$ cat src/rtl/snitch_icache_refill_assembler.sv
// snitch_icache_refill_assembler
// Refill back-end of the instruction cache: forwards line refill requests to
// memory as fixed-length bursts, tracks their IDs in an in-order FIFO and
// assembles the returning memory beats into full cache lines.
// Optional feature macro: SNITCH_ICACHE_REFILL_PERF_EN (completed refill counter).
module snitch_icache_refill_assembler #(
    parameter int unsigned FETCH_AW        = 48,
    parameter int unsigned LINE_WIDTH      = 128,
    parameter int unsigned MEM_DW          = 32,
    parameter int unsigned PENDING_IW      = 2,
    parameter int unsigned MAX_OUTSTANDING = 4
) (
    input  logic                  clk_i,
    input  logic                  rst_i,

    input  logic [FETCH_AW-1:0]   in_req_addr_i,
    input  logic [PENDING_IW-1:0] in_req_id_i,
    input  logic                  in_req_valid_i,
    output logic                  in_req_ready_o,

    output logic [LINE_WIDTH-1:0] out_rsp_data_o,
    output logic                  out_rsp_error_o,
    output logic [PENDING_IW-1:0] out_rsp_id_o,
    output logic                  out_rsp_valid_o,
    input  logic                  out_rsp_ready_i,

    output logic [FETCH_AW-1:0]   mem_req_addr_o,
    output logic [7:0]            mem_req_len_o,
    output logic                  mem_req_valid_o,
    input  logic                  mem_req_ready_i,

    input  logic [MEM_DW-1:0]     mem_rsp_data_i,
    input  logic                  mem_rsp_error_i,
    input  logic                  mem_rsp_valid_i,
    output logic                  mem_rsp_ready_o,

    output logic [31:0]           refill_cnt_o
);

    localparam int unsigned BEATS = LINE_WIDTH / MEM_DW;
    localparam int unsigned OFFS  = $clog2(LINE_WIDTH / 8);
    localparam int unsigned BW    = (BEATS > 1) ? $clog2(BEATS) : 1;
    localparam int unsigned PW    = $clog2(MAX_OUTSTANDING);
    localparam int unsigned CW    = PW + 1;

    typedef enum logic {
        ASSEMBLE = 1'b0,
        OUTPUT   = 1'b1
    } state_e;

    state_e                  state_q, state_d;
    logic [BW-1:0]           beat_cnt_q, beat_cnt_d;
    logic [LINE_WIDTH-1:0]   data_q, data_d;
    logic                    err_q, err_d;

    logic [PENDING_IW-1:0]   fifo_q [MAX_OUTSTANDING];
    logic [PENDING_IW-1:0]   fifo_d [MAX_OUTSTANDING];
    logic [PW-1:0]           wptr_q, wptr_d;
    logic [PW-1:0]           rptr_q, rptr_d;
    logic [CW-1:0]           cnt_q, cnt_d;

    logic                    full;
    logic                    push;
    logic                    pop;
    logic                    out_hs;

    // Line offset bits are dropped from the burst base address.
    logic                    unused_addr_bits;
    assign unused_addr_bits = ^in_req_addr_i[OFFS-1:0];

    assign mem_req_addr_o = {in_req_addr_i[FETCH_AW-1:OFFS], {OFFS{1'b0}}};
    assign mem_req_len_o  = 8'(BEATS - 1);

    assign out_rsp_data_o  = data_q;
    assign out_rsp_error_o = err_q;
    assign out_rsp_id_o    = fifo_q[rptr_q];
    assign out_hs          = out_rsp_valid_o && out_rsp_ready_i;

    // Request pass-through and in-flight ID FIFO bookkeeping.
    always_comb begin
        full            = (cnt_q == CW'(MAX_OUTSTANDING));
        in_req_ready_o  = mem_req_ready_i && !full;
        mem_req_valid_o = in_req_valid_i && !full;
        push            = in_req_valid_i && in_req_ready_o;
        // Guarded so a line produced from stray beats cannot underflow the count.
        pop             = out_hs && (cnt_q != '0);

        fifo_d = fifo_q;
        wptr_d = wptr_q;
        rptr_d = rptr_q;
        if (push) begin
            fifo_d[wptr_q] = in_req_id_i;
            wptr_d         = wptr_q + 1'b1;
        end
        if (pop) begin
            rptr_d = rptr_q + 1'b1;
        end
        cnt_d = cnt_q + CW'(push) - CW'(pop);
    end

    // Response FSM: gather BEATS beats, then present the line until taken.
    always_comb begin
        state_d         = state_q;
        beat_cnt_d      = beat_cnt_q;
        data_d          = data_q;
        err_d           = err_q;
        mem_rsp_ready_o = 1'b0;
        out_rsp_valid_o = 1'b0;

        unique case (state_q)
            ASSEMBLE: begin
                mem_rsp_ready_o = 1'b1;
                if (mem_rsp_valid_i) begin
                    data_d[int'(beat_cnt_q) * MEM_DW +: MEM_DW] = mem_rsp_data_i;
                    err_d = err_q | mem_rsp_error_i;
                    if (beat_cnt_q == BW'(BEATS - 1)) begin
                        beat_cnt_d = '0;
                        state_d    = OUTPUT;
                    end else begin
                        beat_cnt_d = beat_cnt_q + 1'b1;
                    end
                end
            end
            OUTPUT: begin
                out_rsp_valid_o = 1'b1;
                if (out_rsp_ready_i) begin
                    err_d   = 1'b0;
                    state_d = ASSEMBLE;
                end
            end
            default: begin
                state_d = ASSEMBLE;
            end
        endcase
    end

    // State, line buffer and FIFO registers.
    always_ff @(posedge clk_i or posedge rst_i) begin
        if (rst_i) begin
            state_q    <= ASSEMBLE;
            beat_cnt_q <= '0;
            data_q     <= '0;
            err_q      <= 1'b0;
            fifo_q     <= '{default: '0};
            wptr_q     <= '0;
            rptr_q     <= '0;
            cnt_q      <= '0;
        end else begin
            state_q    <= state_d;
            beat_cnt_q <= beat_cnt_d;
            data_q     <= data_d;
            err_q      <= err_d;
            fifo_q     <= fifo_d;
            wptr_q     <= wptr_d;
            rptr_q     <= rptr_d;
            cnt_q      <= cnt_d;
        end
    end

`ifdef SNITCH_ICACHE_REFILL_PERF_EN
    logic [31:0] refill_cnt_q, refill_cnt_d;

    // Completed refill counter, wraps naturally at 2^32.
    always_comb begin
        refill_cnt_d = refill_cnt_q;
        if (out_hs) begin
            refill_cnt_d = refill_cnt_q + 32'd1;
        end
    end

    // Counter register.
    always_ff @(posedge clk_i or posedge rst_i) begin
        if (rst_i) begin
            refill_cnt_q <= '0;
        end else begin
            refill_cnt_q <= refill_cnt_d;
        end
    end

    assign refill_cnt_o = refill_cnt_q;
`else
    assign refill_cnt_o = '0;
`endif

`ifndef SYNTHESIS
    // Memory beats must belong to an outstanding burst.
    beat_without_request : assert property (
        @(posedge clk_i) disable iff (rst_i)
        (mem_rsp_valid_i && mem_rsp_ready_o) |-> (cnt_q != '0)
    ) else $error("memory beat accepted with no outstanding refill");
`endif

endmodule

$ cat config.mk
export PLATFORM = sky130hd
export DESIGN_NAME = snitch_icache_refill_assembler
export DESIGN_NICKNAME = d
export VERILOG_FILES = /design/src/rtl/snitch_icache_refill_assembler.sv
export SDC_FILE = /design/constraint.sdc
export NUM_CORES = 1
export LEC_CHECK = 0
export BUFFER_PORTS_ARGS = -buffer_cell sky130_fd_sc_hd__buf_2
export CELL_PAD_IN_SITES_DETAIL_PLACEMENT = 0
export CELL_PAD_IN_SITES_GLOBAL_PLACEMENT = 1
export CORE_AREA = 8 8 153 155
export DETAILED_ROUTE_END_ITERATION = 8
export DIE_AREA = 0 0 161 163
export PLACE_DENSITY_LB_ADDON = 0.1
export SKIP_CTS_REPAIR_TIMING = 1
export SKIP_LAST_GASP = 1
export SLEW_MARGIN = 10
export SYNTH_ARGS = -nofsm -noshare
export SYNTH_HDL_FRONTEND = slang
export SYNTH_SLANG_ARGS = --single-unit
$ cat constraint.sdc
create_clock -name clk_i -period 7.1 [get_ports clk_i]
set_input_delay 0.355 -clock clk_i [delete_from_list [all_inputs] [get_ports clk_i]]
set_output_delay 0.355 -clock clk_i [all_outputs]
set_load 0.01 [all_outputs]
==> results of run 1 <==
[final cells by class]
type | count | area share (%)
Multi-Input combinational cell | 233 | 25.3
Inverter | 10 | 0.568
Tap cell | 275 | 4.59
Clock buffer | 21 | 6.15
Timing Repair Buffer | 184 | 12.6
Clock inverter | 11 | 1.67
Sequential cell | 147 | 49.1
[flip-flops by register name, indices dropped and copies added, names as in the netlist]
signal / count
beat_cnt_q: 2
cnt_q: 3
fifo_q: 8
out_rsp_data_o: 128
out_rsp_error_o: 1
rptr_q: 2
state_q: 1
wptr_q: 2
[logic make-up (layout without fill, tap and decap cells)]
| kind of cell | after synthesis | in the layout | synth area share [%] |
|---|---|---|---|
| xor+xnor | 6 | 6 | 0.848 |
| compound gates | 134 | 134 | 18.6 |
| flops | 147 | 147 | 59.3 |
| simple gates | 26 | 26 | 3.07 |
| other cells | 2 | 44 | 0.121 |
| fa+ha+maj | 12 | 12 | 2.54 |
| mux | 11 | 11 | 2.36 |
| buf+inv | 122 | 226 | 13.1 |
[Yosys cell counts, types with 2 or more instances]
cell type | instances | area share, %
mux4_2 | 2 | 0.73
nand2_1 | 5 | 0.30
a22o_1 | 128 | 18
inv_1 | 10 | 0.61
ha_1 | 11 | 2.2
o21ai_0 | 3 | 0.24
nor2_1 | 3 | 0.18
nor4_2 | 2 | 0.40
nor3b_1 | 5 | 0.61
dfrtp_1 | 147 | 59
xnor2_1 | 5 | 0.71
conb_1 | 2 | 0.12
clkbuf_1 | 12 | 0.73
nand2b_1 | 2 | 0.20
nor2b_1 | 2 | 0.20
buf_4 | 91 | 11
nand3b_1 | 2 | 0.24
mux2_2 | 9 | 1.6
buf_2 | 9 | 0.73
[power groups by stage]
stage	logic, uW	clock network [uW]	registers, uW
2_1_floorplan	605	0	1600
3_3_place_gp	1300	0	1480
3_5_place_dp	1320	0	1480
4_1_cts	1320	921	1470
5_1_grt	1410	960	1520
6_report	1280	896	1470
[worst max-delay path: stages, from the launching register on]
cell and delay (ns):
dfrtp_1 0.53, inv_1 0.24, ha_1 0.43, nand2b_1 0.21
nor4_4 0.81, buf_4 0.39, a22o_1 0.17
[per-layer routing]
| metal | part of all wire, % | wire length, um |
|---|---|---|
| met5 | 0 | 0 |
| met4 | 1.2 | 219 |
| met1 | 43 | 7780 |
| met3 | 8.2 | 1500 |
| met2 | 48 | 8700 |
[worst paths after layout]
check                      slack (ns)                   to               start  depth (start not counted)
hold reg to reg                  0.50   out_rsp_data_o[17]  out_rsp_data_o[17]                          1
setup / recovery                 4.25  out_rsp_data_o[119]       beat_cnt_q[0]                          6
hold / removal                   0.01   out_rsp_data_o[66]               rst_i                          2
setup reg to reg                 4.25  out_rsp_data_o[119]       beat_cnt_q[0]                          6
min in group clk_i               0.16      out_rsp_error_o     out_rsp_ready_i                          2
max in group asynchronous        5.62   out_rsp_data_o[95]               rst_i                          3
[per-stage QoR]
step | instances | instance area [um2] | setup slack [ns] | hold slack, ns | utilization (%)
floorplan | 502 | 6360 | 2.79 | 0.464 | -
finish | 881 | 7490 | 4.25 | 0.0146 | 36.0
CTS | 881 | 7490 | 4.15 | 0.0418 | 36.0
detailed placement | 849 | 6900 | 4.16 | 0.485 | 33.2
global route | 881 | 7490 | 4.01 | 0.0611 | 36.0
global placement | 849 | 6900 | 4.17 | 0.483 | 33.2
==> reports/results.ini, run 1 <==
[status]
status=completed

[pwr]
p_seq_share_pct=40.2
power_density_mw_per_mm2=487
p_sw_uw=1280
leakage_uw=0.00403
total_power_uw=3650
clkPwrFrac_pct=24.6
peakVddDrop_v=0.000177
p_sw_share_pct=35.1
power_frac_comb_pct=35.2
intPower_uw=2370

[placement]
io_buffer_count=175
dp_hpwl_um=12300
routabilityCongestion=0.724

[routing]
ant_nets=0
routed_wl_um=18200
drt-initial-drc-count=172
first_pass_iters=4
drc=0
detail_route.wl_per_cell_um=20.7
vias_per_cell=4.68
via_count=4124

[die]
dieArea_mm2=0.0262
core.rowCount=53
dieWidth_um=161
start_util_pct=29.8
core_area_mm2=0.0208
ios=312
die_h_um=163

[global_routing]
globalRouteMet1Util_pct=17.4
antenna_found_initial=0
busiest_layer=met2
met2_usage_pct=22.1
grt_pass1_wl_um=28400
grt_usage_pct=14.0
grt_pass1_vias=4597
grt_max_degree=77
gr-total-overflow=0
grtUsageMet3_pct=5.13

[sta]
clock.fmax_mhz=351
min_period_over_period_pct=40.1
setup_viol=0
worstMarginPinSlew_ns=1.07
post-route-min-period_ns=2.85
final.setup_skew_ns=0.00658
grt_setup_unrepaired=false
maxSlewHeadroom_pct=28.2
hold_violations=0
slew_violations=0
setup-tns-final_ns=0

[finish]
num_antenna_cells=0
area_growth_syn_to_layout_pct=20.8
mostFrequentLayoutCells=175 x buf_2, 147 x dfrtp_1, 128 x a22o_1, 44 x conb_1, 17 x clkbuf_16
multi_input_area_mm2=0.00189
seq_area_mm2=0.00368
final_common_cell=buf_2
fillCellCount=2106
nets=694
drive_gt1_share_pct=38.0

[clocking]
worstSkewPairLatency_ns=0.42
clock-root-buffer=clkbuf_16
cts_num_sinks=147
cts_buffers=17
h-tree-depth=4
clk_pin_slew_ns=0.06
cts.path.max_buffers=2
cts_tree=built

[synthesis]
syn_area_mm2=0.00620
ys_seq_area_share_pct=59.3
synth_seq_cells=147
async_flop_share_pct=100
avgSynthCellArea_um2=13.5
synth.distinct_cells=29
yosysWarnings=0
synth-edff-count=0
synthCells=460
ys.flop_type=dfrtp_1

[run]
drv_cap=0

[setup_path]
cp.required_ns=7.45
cp-start-kind=flip-flop
critPathKind=reg -> reg
worstPathArrival_ns=3.20
critPathMaxFanout=17
worstSetupEndpointType=flip-flop

[hold_path]
hp-class=in -> async

(Power assumes the default switching activity.)
==> run 2: changes to the inputs <==
==> constraint.sdc (replaced) <==
create_clock -name clk_i -period 2.7 [get_ports clk_i]
set_input_delay 0.135 -clock clk_i [delete_from_list [all_inputs] [get_ports clk_i]]
set_output_delay 0.135 -clock clk_i [all_outputs]
set_load 0.01 [all_outputs]
==> reports/results.ini, run 2 (synthesis gave the netlist of run 1 again) <==
[sta]
grt_setup_unrepaired=false
min_period_over_period_pct=78.7
slew_violations=0
hold_slack_ns=-0.0694
hold_violations=54
setup_viol=0
maxSlewHeadroom_pct=44.2
clock.fmax_mhz=471
post-route-min-period_ns=2.12
setup-tns-final_ns=0
worstMarginPinSlew_ns=0.837
final.setup_skew_ns=0.0102

[routing]
drc=0
vias_per_cell=4.62
ant_nets=0
detail_route.wl_per_cell_um=20.2
via_count=4245
first_pass_iters=4
drt-initial-drc-count=164
routed_wl_um=18500

[run]
drv_cap=0

[setup_path]
cp-start-kind=flip-flop
cp.required_ns=3.05
worstSetupEndpointType=flip-flop
critPathMaxFanout=22
worstPathArrival_ns=2.47
critPathKind=reg -> reg

[pwr]
power_density_mw_per_mm2=1230
peakVddDrop_v=0.000459
leakage_uw=0.00420

[clocking]
h-tree-depth=4
clock-root-buffer=clkbuf_16
worstSkewPairLatency_ns=0.41
cts_tree=built
cts.path.max_buffers=2
cts_num_sinks=147
cts_buffers=17
clk_pin_slew_ns=0.06

[finish]
fillCellCount=2049
mostFrequentLayoutCells=175 x buf_2, 147 x dfrtp_1, 128 x a22o_1, 44 x conb_1, 32 x dlygate4sd3_1
drive_gt1_share_pct=36.7
largest_reg_flops=128
final_area_mm2=0.00791
nets=733
final_common_cell=buf_2
num_antenna_cells=0
area_growth_syn_to_layout_pct=27.6

[global_routing]
grtUsageMet3_pct=4.93
grt_pass1_wl_um=27900
grt_pass1_vias=4541
grt_usage_pct=13.8
met2_usage_pct=22.0
gr-total-overflow=0
busiest_layer=met2
globalRouteMet1Util_pct=17.5
grt_max_degree=148
antenna_found_initial=0

[placement]
routabilityCongestion=0.740
placed_area_mm2=0.00700
dp_hpwl_um=12200
io_buffer_count=175

[hold_path]
hp-class=in -> async

[status]
status=complete, but fails checks
violations=negative hold slack

[die]
core.rowCount=53
ios=312
start_util_pct=29.8
die_h_um=163
dieArea_mm2=0.0262
dieWidth_um=161
core_area_mm2=0.0208

[run 2: changes by cell type in the layout (fill, tap and decap cells not counted), moves of 2 or more]
cell and change:
clkbuf_8 -2, buf_12 +4, inv_6 -3, dlygate4sd3_1 +32, buf_4 +3, clkinv_4 +3
[run 2: area by class of cell]
cell class,instances,area (um2),share of cell area [%]
Timing Repair Buffer,223,1370,17.3
Clock inverter,12,159,2.01
Sequential cell,147,3680,46.5
Multi-Input combinational cell,233,1890,23.9
Tap cell,275,344,4.35
Clock buffer,18,429,5.42
Inverter,10,41.3,0.522
[run 2: worst paths after layout]
| path | depth (start not counted) | slack, ns | startpoint | end |
|---|---|---|---|---|
| setup / recovery | 5 | 0.58 | beat_cnt_q[0] | out_rsp_data_o[22] |
| setup reg to reg | 5 | 0.58 | beat_cnt_q[0] | out_rsp_data_o[22] |
| min in group clk_i | 2 | 0 | mem_rsp_data_i[31] | out_rsp_data_o[31] |
| hold reg to reg | 1 | 0.50 | out_rsp_data_o[85] | out_rsp_data_o[85] |
| max in group asynchronous | 3 | 2.11 | rst_i | cnt_q[2] |
| hold / removal | 3 | -0.07 | rst_i | out_rsp_data_o[112] |
[run 2: per-layer routing]
| layer | up-vias | wire [um] |
|---|---|---|
| met5 | - | 0 |
| met4 | 0 | 198 |
| met3 | 26 | 1300 |
| met2 | 158 | 8860 |
| met1 | 2171 | 8180 |
| li1 | 1890 | - |
[run 2: through the flow]
| stage | hold slack, ns | setup WS [ns] | power (uW) | std cells | util [%] |
|---|---|---|---|---|---|
| 2_1_floorplan | 0.244 | 0.458 | 5790 | 502 | - |
| 3_3_place_gp | 0.270 | 0.585 | 7330 | 856 | 33.6 |
| 3_5_place_dp | 0.270 | 0.540 | 7400 | 856 | 33.6 |
| 4_1_cts | -0.0670 | 0.534 | 9840 | 886 | 36.5 |
| 5_1_grt | 0.00237 | 0.402 | 10300 | 918 | 38.0 |
| 6_report | -0.0694 | 0.575 | 9700 | 918 | 38.0 |
[run 2: where the power goes]
group | switching (uW) | internal, uW | total [uW]
Combinational | 1780 | 1670 | 3450
Sequential | 654 | 3210 | 3870
Clock | 932 | 1450 | 2380
[run 2: worst max-delay path, stage by stage (launching register included)]
cell and delay (ns):
dfrtp_1 0.53, inv_1 0.24, ha_1 0.44, nor4b_4 0.30, buf_4 0.36, a22o_1 0.18
==> run 3: changes to the inputs <==
==> constraint.sdc (replaced) <==
create_clock -name clk_i -period 2 [get_ports clk_i]
set_input_delay 0.1 -clock clk_i [delete_from_list [all_inputs] [get_ports clk_i]]
set_output_delay 0.1 -clock clk_i [all_outputs]
set_load 0.01 [all_outputs]
==> reports/results.ini, run 3 (synthesis gave the netlist of run 1 again) <==
[die]
start_util_pct=29.8
dieArea_mm2=0.0262
core_area_mm2=0.0208
die_h_um=163
core.rowCount=53
dieWidth_um=161
ios=312

[global_routing]
grt_max_degree=85
grt_usage_pct=14.1
grt_pass1_vias=4585
gr-total-overflow=0
antenna_found_initial=0
grt_pass1_wl_um=28400

[routing]
vias_per_cell=4.61
drt-initial-drc-count=194
routed_wl_um=18500
via_count=4295
drc=0
first_pass_iters=4
ant_nets=0
detail_route.wl_per_cell_um=19.9

[sta]
min_period_over_period_pct=93.8
final.setup_skew_ns=0.0121
worst_slack_ns=0.123
setup-tns-final_ns=0
hold_violations=0
clock.fmax_mhz=533
grt_setup_unrepaired=false
setup_viol=0
slew_violations=0
post-route-min-period_ns=1.88

[finish]
area_growth_syn_to_layout_pct=30.0
mostFrequentLayoutCells=175 x buf_2, 144 x dfrtp_1, 128 x a22o_1, 44 x conb_1, 37 x dlygate4sd3_1
nets=744
final_area_mm2=0.00806
layoutNonFillerInstCount=931
fillCellCount=2039
largest_reg_flops=128
num_antenna_cells=0
multi_input_area_mm2=0.00194
final_common_cell=buf_2
drive_gt1_share_pct=38.7
seq_area_mm2=0.00368

[placement]
dp_hpwl_um=12500
dp.cells=860
placed_area_mm2=0.00709
io_buffer_count=175
place_ws_ns=0.0488
routabilityCongestion=0.774

[clocking]
clk_pin_slew_ns=0.07
worstSkewPairLatency_ns=0.41
h-tree-depth=4
cts_tree=built
cts.path.max_buffers=2
cts_buffers=17
clock-root-buffer=clkbuf_16
cts_num_sinks=147

[setup_path]
r2r-start=cnt_q[0]
cp.required_ns=2.29
rrSetupSlack_ns=0.12
critPathMaxFanout=3
crit_slowest_cell=dfrtp_2
path_cells=o311ai_4 > xnor2_1 > ha_1 > inv_1 > fa_2 > xnor2_2 > xnor2_1
r2r-end=cnt_q[2]
cp-start-kind=flip-flop
crit_path_end=cnt_q[2]
cpMostUsedCell=xnor2_1
worstSetupEndpointType=flip-flop
critPathKind=reg -> reg
critPathMaxStageDelay_ns=0.45
worstPathArrival_ns=2.17
r2r_cells=7
cp-startpoint=cnt_q[0]

[run]
drv_cap=0

[pwr]
peakVddDrop_v=0.000632
power_density_mw_per_mm2=1620
leakage_uw=0.00426

[status]
status=completed

[hold_path]
hp-class=in -> reg

-- run 3: cell count changes in the layout (fill, tap and decap cells not counted), moves of 2 or more --
cell	before	now
buf_12	4	7
dfrtp_2	0	3
inv_8	0	2
inv_6	1	5
buf_4	12	15
bufinv_16	3	0
dlygate4sd3_1	32	37
dfrtp_1	147	144
-- run 3: worst min-delay path by stage --
stage	startpoint	end	slack (ns)	cells after the start
final	mem_rsp_valid_i	state_q	0.05	3
after global routing	mem_rsp_valid_i	state_q	0.06	3
after CTS	rst_i	out_rsp_data_o[58]	-0.20	3
after detailed placement	in_req_addr_i[10]	mem_req_addr_o[10]	0.20	0
after global placement	in_req_addr_i[10]	mem_req_addr_o[10]	0.20	0
after floorplan	out_rsp_ready_i	out_rsp_error_o	0.21	1
-- run 3: critical path, delay by kind of cell, from the launching register on --
kind / cells / cell delay, ns
AOI/OAI and AO/OA: 1 / 0.32
xor gates and xnor gates: 3 / 0.42
DFF: 1 / 0.45
buffers and inverters: 1 / 0.05
adders and majority gates: 2 / 0.51
-- run 3: where the power goes --
part,internal (uW),total [uW],switching [uW]
registers,4340,5250,902
clock network,1660,3000,1350
logic,2380,4810,2440
-- run 3: metal layers --
layer / vias to the layer above / GRT usage (%) / wire length (um)
met2: 184 / 22.5 / 8840
met3: 23 / 4.78 / 1400
met1: 2169 / 17.6 / 8070
met4: 0 / 4.46 / 227
met5: - / 0 / 0
li1: 1919 / - / -
-- run 3: layout make-up --
class | count | share of cell area, %
Clock buffer | 18 | 5.45
Multi-Input combinational cell | 233 | 24.0
Sequential cell | 147 | 45.7
Tap cell | 275 | 4.27
Clock inverter | 14 | 1.46
Timing Repair Buffer | 234 | 18.6
Inverter | 10 | 0.512
-- run 3: per-stage QoR --
step | hold slack [ns] | power (uW) | utilization, %
global placement | 0.200 | 10000 | 34.1
CTS | -0.196 | 13200 | 36.7
floorplan | 0.209 | 7860 | -
global route | 0.0630 | 14000 | 38.7
detailed placement | 0.200 | 10100 | 34.1
finish | 0.0491 | 13100 | 38.7
